[src/rtl/qupls_ins_window_pkg.sv]
// Shared types and constants for the Qupls instruction window builder.
// Instruction format: 40-bit words, opcode in bits [6:0].
package qupls_ins_window_pkg;

    localparam int unsigned INSN_W     = 40;
    localparam int unsigned ADDR_W     = 32;
    localparam int unsigned INSN_BYTES = 5;
    localparam int unsigned REX_LSB    = 7;

    typedef logic [INSN_W-1:0] instruction_t;
    typedef logic [ADDR_W-1:0] address_t;

    typedef struct packed {
        instruction_t ins;
        address_t     pc;
    } q_entry_t;

    localparam logic [6:0] OP_ADD = 7'h04;
    localparam logic [6:0] OP_SUB = 7'h05;
    localparam logic [6:0] OP_LDI = 7'h09;
    localparam logic [6:0] OP_NOP = 7'h0B;
    localparam logic [6:0] OP_REX = 7'h7D;
    localparam logic [6:0] OP_PFX = 7'h7E;

    localparam instruction_t NOP_INSN = {{(INSN_W-7){1'b0}}, OP_NOP};

    function automatic logic [6:0] opcode_of(input instruction_t i);
        return i[6:0];
    endfunction

endpackage

[src/rtl/qupls_ins_window_pfx_scan.sv]
// Postfix scanner: counts the run of OP_PFX slots following the head and
// reports whether that run is known to be terminated within the present entries.
module qupls_pfx_scan
    import qupls_ins_window_pkg::*;
(
    input  instruction_t [5:0] ins,
    input  logic [2:0]         avail,
    output logic [2:0]         npfx,
    output logic               complete
);

    // Only opcodes of slots 1..5 steer the scan.
    logic unused_ins;
    assign unused_ins = ^ins;

    always_comb begin
        logic run;
        npfx     = '0;
        complete = 1'b1;
        run      = 1'b1;
        for (int unsigned k = 1; k < 6; k++) begin
            if (run) begin
                if (3'(k) >= avail) begin
                    complete = 1'b0;
                    run      = 1'b0;
                end else if (opcode_of(ins[k]) == OP_PFX) begin
                    npfx = npfx + 3'd1;
                end else begin
                    run = 1'b0;
                end
            end
        end
    end

endmodule

[src/rtl/qupls_ins_window.sv]
// Circular instruction queue presenting a head-plus-postfix window to the decoder.
// Optional REX absorption into regx is enabled by defining QUPLS_REX_EN.
module qupls_ins_window
    import qupls_ins_window_pkg::*;
#(
    parameter int unsigned DEPTH   = 16,
    parameter int unsigned FETCH_W = 4
)
(
    input  logic                        clk,
    input  logic                        rst_n,
    input  logic                        flush,
    input  logic                        fetch_v,
    output logic                        fetch_rdy,
    input  instruction_t [FETCH_W-1:0]  fetch_ins,
    input  address_t                    fetch_pc,
    output logic                        win_v,
    input  logic                        win_rdy,
    output instruction_t [5:0]          win_ins,
    output address_t                    win_pc,
    output logic [2:0]                  win_len,
    output logic [3:0]                  regx
);

    localparam int unsigned PTR_W = $clog2(DEPTH);
    localparam int unsigned CNT_W = PTR_W + 1;

    typedef enum logic [1:0] {HEAD_EMPTY, HEAD_DROP, HEAD_ABSORB, HEAD_INSN} head_kind_t;

    q_entry_t           q [DEPTH];
    logic [PTR_W-1:0]   head, tail;
    logic [CNT_W-1:0]   count, adv;
    instruction_t [5:0] slot;
    logic [2:0]         avail, npfx;
    logic               complete, push, pop;
    head_kind_t         head_kind;

    always_comb begin
        for (int unsigned k = 0; k < 6; k++) begin
            slot[k] = q[head + PTR_W'(k)].ins;
        end
    end

    assign avail = (count >= CNT_W'(6)) ? 3'd6 : count[2:0];

    qupls_pfx_scan u_scan (
        .ins      (slot),
        .avail    (avail),
        .npfx     (npfx),
        .complete (complete)
    );

    always_comb begin
        head_kind = HEAD_EMPTY;
        if (count != '0) begin
            if (opcode_of(slot[0]) == OP_PFX)
                head_kind = HEAD_DROP;
`ifdef QUPLS_REX_EN
            else if (opcode_of(slot[0]) == OP_REX)
                head_kind = HEAD_ABSORB;
`endif
            else
                head_kind = HEAD_INSN;
        end
    end

    assign fetch_rdy = (count <= CNT_W'(DEPTH - FETCH_W));
    assign win_v     = (head_kind == HEAD_INSN) && complete;
    assign push      = fetch_v && fetch_rdy && !flush;
    assign pop       = win_v && win_rdy;

    always_comb begin
        adv = '0;
        if (pop)
            adv = CNT_W'(npfx) + CNT_W'(1);
        else if (head_kind == HEAD_DROP || head_kind == HEAD_ABSORB)
            adv = CNT_W'(1);
    end

    always_comb begin
        win_len = 3'd1;
        win_pc  = '0;
        for (int unsigned k = 0; k < 6; k++) begin
            win_ins[k] = NOP_INSN;
        end
        if (win_v) begin
            win_len = npfx + 3'd1;
            win_pc  = q[head].pc;
            for (int unsigned k = 0; k < 6; k++) begin
                if (3'(k) <= npfx) win_ins[k] = slot[k];
            end
        end
    end

    always_ff @(posedge clk) begin
        if (push) begin
            for (int unsigned i = 0; i < FETCH_W; i++) begin
                q[tail + PTR_W'(i)] <= '{ins: fetch_ins[i], pc: fetch_pc + ADDR_W'(i * INSN_BYTES)};
            end
        end
    end

    always_ff @(posedge clk or negedge rst_n) begin
        if (!rst_n) begin
            head  <= '0;
            tail  <= '0;
            count <= '0;
        end else if (flush) begin
            head  <= '0;
            tail  <= '0;
            count <= '0;
        end else begin
            if (push) tail <= tail + PTR_W'(FETCH_W);
            head  <= head + adv[PTR_W-1:0];
            count <= count + (push ? CNT_W'(FETCH_W) : '0) - adv;
        end
    end

`ifdef QUPLS_REX_EN
    logic [3:0] regx_r;

    always_ff @(posedge clk or negedge rst_n) begin
        if (!rst_n)
            regx_r <= '0;
        else if (flush)
            regx_r <= '0;
        else if (head_kind == HEAD_ABSORB)
            regx_r <= slot[0][REX_LSB +: 4];
        else if (pop)
            regx_r <= '0;
    end

    assign regx = win_v ? regx_r : '0;
`else
    assign regx = '0;
`endif

endmodule

[config.mk]
export PLATFORM = sky130hd
export DESIGN_NAME = qupls_ins_window
export DESIGN_NICKNAME = d
export VERILOG_FILES = /design/src/rtl/qupls_ins_window_pkg.sv /design/src/rtl/qupls_ins_window_pfx_scan.sv /design/src/rtl/qupls_ins_window.sv
export SDC_FILE = /design/constraint.sdc
export NUM_CORES = 2
export LEC_CHECK = 0
export CORE_ASPECT_RATIO = 0.6
export CORE_MARGIN = 2
export CORE_UTILIZATION = 30
export CTS_CLUSTER_DIAMETER = 150
export DETAILED_ROUTE_END_ITERATION = 16
export PLACE_DENSITY_LB_ADDON = 0.3
export SYNTH_ARGS = -nofsm -noshare
export SYNTH_HDL_FRONTEND = slang
export SYNTH_SLANG_ARGS = --single-unit
[constraint.sdc]
create_clock -name clk -period 7.3 [get_ports clk]
set_input_delay 1.46 -clock clk [delete_from_list [all_inputs] [get_ports clk]]
set_output_delay 1.46 -clock clk [all_outputs]
set_load 0.005 [all_outputs]
; Word-level counts from Yosys, hierarchy flattened
; Memories as Yosys holds them, arrays and structs flattened.
; Cells that the tools add are included.
[totals]
reg_bits = 13
ram_bits = 1152
n_memories = 1
[classes]
mux = 55
eq_ne = 9
order_cmp = 13
n_reduce_logical = 8
n_addsub = 21
[memory_table]
columns = memory, words, word_bits, read_ports, rd_ports_with_merged_regs, write_ports, line
row1 = q, 16, 72, 6, 0, 4, qupls_ins_window.sv:30  ; q_entry_t q [DEPTH];
[op_table]
columns = cell, n
row1 = 240-bit 2-to-1 mux, 1
row2 = 40-bit 2-to-1 mux, 6
row3 = 32-bit by 4-bit adder with 32-bit output (second input constant), 2
row4 = 3-bit 2-to-1 mux, 16
row5 = 7-bit == test (second input constant), 6
row6 = 32-bit by 3-bit adder with 32-bit output (second input constant), 1
row7 = 32-bit 2-to-1 mux, 1
row8 = 1-bit 2-to-1 mux, 24
row9 = 4-bit by 2-bit adder with 4-bit output (second input constant), 4
row10 = 4-bit 2-to-1 mux, 4
row11 = 3-bit by 1-bit adder with 3-bit output (second input constant), 5
row12 = 4-bit by 3-bit adder with 4-bit output (second input constant), 3
row13 = 4-bit by 1-bit adder with 4-bit output (second input constant), 2
row14 = 2-bit by 3-bit >= comparator with 1-bit output (first input constant), 2
row15 = 3-bit >= comparator (first input constant), 2
row16 = 1-bit by 3-bit <= comparator with 1-bit output (first input constant), 2
row17 = 2-bit by 3-bit <= comparator with 1-bit output (first input constant), 2
row18 = 3-bit <= comparator (first input constant), 2
row19 = 5-bit by 3-bit adder with 5-bit output, 1
row20 = 5-bit by 3-bit >= comparator with 1-bit output (second input constant), 1
row21 = 5-bit by 4-bit <= comparator with 1-bit output (second input constant), 1
row22 = 5-bit 2-to-1 mux, 1
row23 = 5-bit nonzero test, 1
row24 = 5-bit subtractor, 1
row25 = 10 further kinds, 15

; Depth between registers and ports, before layout
; An unclocked memory read counts as a cell.
[logic_depth]
depth_word = 25
ltp_mapped = 31

; Cells and area by module
; A second synthesis with hierarchy kept.
[unflattened]
hier_cells = 5417
hier_area_um2 = 73290.3
[modules_own_cells]
columns = mod, instances, cells_per_inst, area_each_um2, seq_area_each_um2
row1 = qupls_ins_window, 1, 5375, 73013.8, 34868.4
row2 = qupls_pfx_scan, 1, 42, 276.5, 0.0

; Least setup slack after synthesis
; Ideal clock, no wire load.
[synth_timing]
kind = in2reg
start = in fetch_v
end = mem q[1][0] (netlist name), enable pin
cell_stages = 5
setup_slack_ps = 364
arrival_time_ps = 6370
path_cell_list = nand2_1 nor2_1 nand2_1 clkbuf_1 inv_1
[synth_rtl]
columns = item, line
row1 = start: declaration, qupls_ins_window.sv:13  ; input logic fetch_v,
row2 = end: declaration, qupls_ins_window.sv:30

==> flow_summary.ini <==
[outcome]
status = finished with violations
violations = negative setup slack

[pwr]
p_sw_mw = 9.679
power_mw = 27.95
pwr-share-clk_pct = 22.9
share_seq_of_total_power_pct = 29.2
p_sw_share_pct = 34.63
comb_power_share_pct = 47.9
cellLeakagePower_nw = 29.63
p_int_mw = 18.27
max-vdd-ir-drop_mv = 0.2481
p_per_area_mw_per_mm2 = 321.4

[drt]
num_vias = 50810
drc = 0
routedWlPerCell_um = 30.35
ant_nets = 0
drt_iter0_markers = 7235
firstDrtPassIters = 8
via_per_inst = 5.701
wl_mm = 270.5

[logic_synthesis]
synthCells = 5317
avgSynthCellArea_um2 = 13.65
synth.ff_latch_count = 1163
ys.flop_type = edfxtp_1
synth_edf_count = 1152
synth_top_area_share_pct = 47.66
ys_top_cells_by_area = edfxtp_1, mux4_2, nand2_1
ys_seq_area_share_pct = 48.04
async_flop_share_pct = 0.9458
synthMuxAreaShare_pct = 30.64
syn_area_mm2 = 0.07259
yosys.area_share.simple_pct = 11.63
synth_compound_area_share_pct = 1.646
yosys_warnings = 0
yosysUniqueCellTypes = 70
synth_top_family_by_area = multiplexers
synth-adder-area-share_pct = 0.7033
synthXorXnorAreaFrac_pct = 3.709
yosysTopAreaCell = edfxtp_1

[grt]
grtUsageTotal_pct = 21.48
grt_pass1_wl_mm = 378.7
first_global_vias = 48460
grt_max_degree = 146
antenna_found_initial = 43
grt_remaining_overflow = 0

[placed_design]
place_congestion = 0.9197
post-place-ws_ns = 0.2151
dp_hpwl_mm = 176.2
numPortBuffers = 465

[timing]
worst_slack_ns = -0.1569
max_slew_margin_pct = 16.41
timing.final.crit_share_pct = 102.1
skew_ns = 0.06125
fin_crit_ns = 7.457
setup_viol = 55
drv_slew = 0
worst_slew_pin_slew_ns = 1.254
finalHoldViolCount = 0
rsz0062_at_grt = true
timing.fmax_mhz = 134.1

[clock_tree]
h-tree-depth = 3
cts_hold_buf = 0
cts_tree = built
path_clk_slew_ns = 0.07
clkLatencyLatePin_ns = 0.78
cts_buffer_depth = 3
cts.sinks = 1163
cts_buffers = 117
root_buffer = clkbuf_16

[layout]
seqCellArea_mm2 = 0.03488
drive_gt1_share_pct = 28.22
final_cell_mix = nand2_1, edfxtp_1, mux4_2
multiInputGateArea_mm2 = 0.03569
area_delta_synth_final_pct = 19.81
layout_commonest_cell = nand2_1
final.fill_count = 22570
layout.nets = 5851

[die]
die_h_um = 385.0
rows = 139
die_w_um = 639.0
core_area_mm2 = 0.2398
dieArea_mm2 = 0.2460
start_util_pct = 30.27
ios = 478

[worst_hold_path]
min_path_type = reg2reg
hold_depth = 2

[critical_path]
crit_arrival_ns = 6.00
critical_path_class = reg2out
worstSetupEndpointType = output pin
required_ns = 5.84
cp_max_fo = 55
worst_setup_path_start_kind = flip-flop
r2r_cells = 29

[flow_run]
cap_violations = 0
-- layer usage --
layer	wire length (µm)	part of all wire, %	global-route usage (%)
met3	33310	12	6.787
met1	115700	43	31.74
met4	6991	2.6	5.891
met2	114400	42	30.10
met5	72	0.027	0
-- synthesized netlist by cell type, drive strengths merged, types with 9 or more instances --
master and instances:
xor2 46, o21ai 17, nor2 140, clkbuf 476
nor3b 10, ha 36, and3 48, nand2 1411
inv 59, nand4 30, xnor2 258, nand4b 12
o31ai 9, a21oi 123, edfxtp 1152, nor2b 82
a22oi 11, buf 112, mux4 983, nor3 21
dfrtp 11, and2 137, a31oi 9, nand3 42
-- worst max-delay path, stage by stage, from the launching register on --
cell and delay [ns]:
dfrtp_4 0.45, clkinvlp_4 0.12, buf_4 0.16, ha_4 0.18, xor2_4 0.20, buf_12 0.15, mux4_2 0.55, mux2i_4 0.21
nor2_4 0.08, nor3_4 0.25, nand2_2 0.10, a21oi_4 0.21, ha_4 0.23, nor2_1 0.14, nor2_2 0.07, ha_4 0.15
nand3_2 0.05, nor3_2 0.04, xnor2_1 0.14, or4b_4 0.58, inv_6 0.10, buf_16 0.18, and3_1 0.25, clkdlybuf4s50_1 0.51
-- power groups by stage --
stage          Clock [mW]  Combinational, mW  Sequential [mW]
2_1_floorplan           0               8.64             8.22
3_5_place_dp            0               12.7             8.29
4_1_cts              6.52               13.2             8.15
3_3_place_gp            0               12.6             8.27
6_report             6.40               13.4             8.17
5_1_grt              6.76               14.1             8.20
-- through the flow --
stage	area (µm²)	hold WS (ns)	setup TNS (ns)	std cells	utilization (%)
2_1_floorplan	72630	0.5425	0	5327	-
3_3_place_gp	80870	0.5712	0	8552	33.72
3_5_place_dp	80870	0.5771	0	8552	33.72
4_1_cts	85790	0.5965	-5.688	8826	35.77
5_1_grt	86940	0.6238	-17.49	8900	36.25
6_report	86970	0.5934	-3.897	8912	36.26
-- cell type report --
cell class                 count  area share (%)
multi-input combinational   3511           41.03
sequential                  1163           40.11
timing repair buffer         757           9.299
tap                         3172           4.563
clock buffer                 134           3.440
clock inverter                85           1.096
inverter                      65          0.3913
antenna                       25         0.07193
-- path summary, 6_finish.rpt --
| path | start | slack, ns | to |
|---|---|---|---|
| setup / recovery | head[1] | -0.16 | win_ins[229] |
| hold / removal | tail[3] | 0.59 | tail[3] |
| setup reg to reg | head[1] | 1.16 | count[4] |
| hold reg to reg | tail[3] | 0.59 | tail[3] |
| max in group asynchronous | rst_n | 5.42 | head[3] |
| min in group asynchronous | rst_n | 1.21 | count[0] |
-- flip-flops by register name (all words and copies together) (netlist names) --
name / cells
count: 5
head: 4
q: 1152
tail: 2
-- logic make-up (layout without fill, tap and decap cells) --
logic type | Yosys count | in the layout
fa+ha+maj | 39 | 39
xor+xnor | 304 | 304
simple gates | 1964 | 1964
other cells | 2 | 37
buf+inv | 653 | 1041
compound gates | 199 | 199
flops | 1163 | 1163
mux | 993 | 993
-- repair_timing --
item,in CTS,in global routing
gates resized for setup,96,229
pin swaps,20,19
setup buffers,49,61
endpoints found under the setup margin,223,206
cloned,7,4
(Power assumes the default switching activity.)
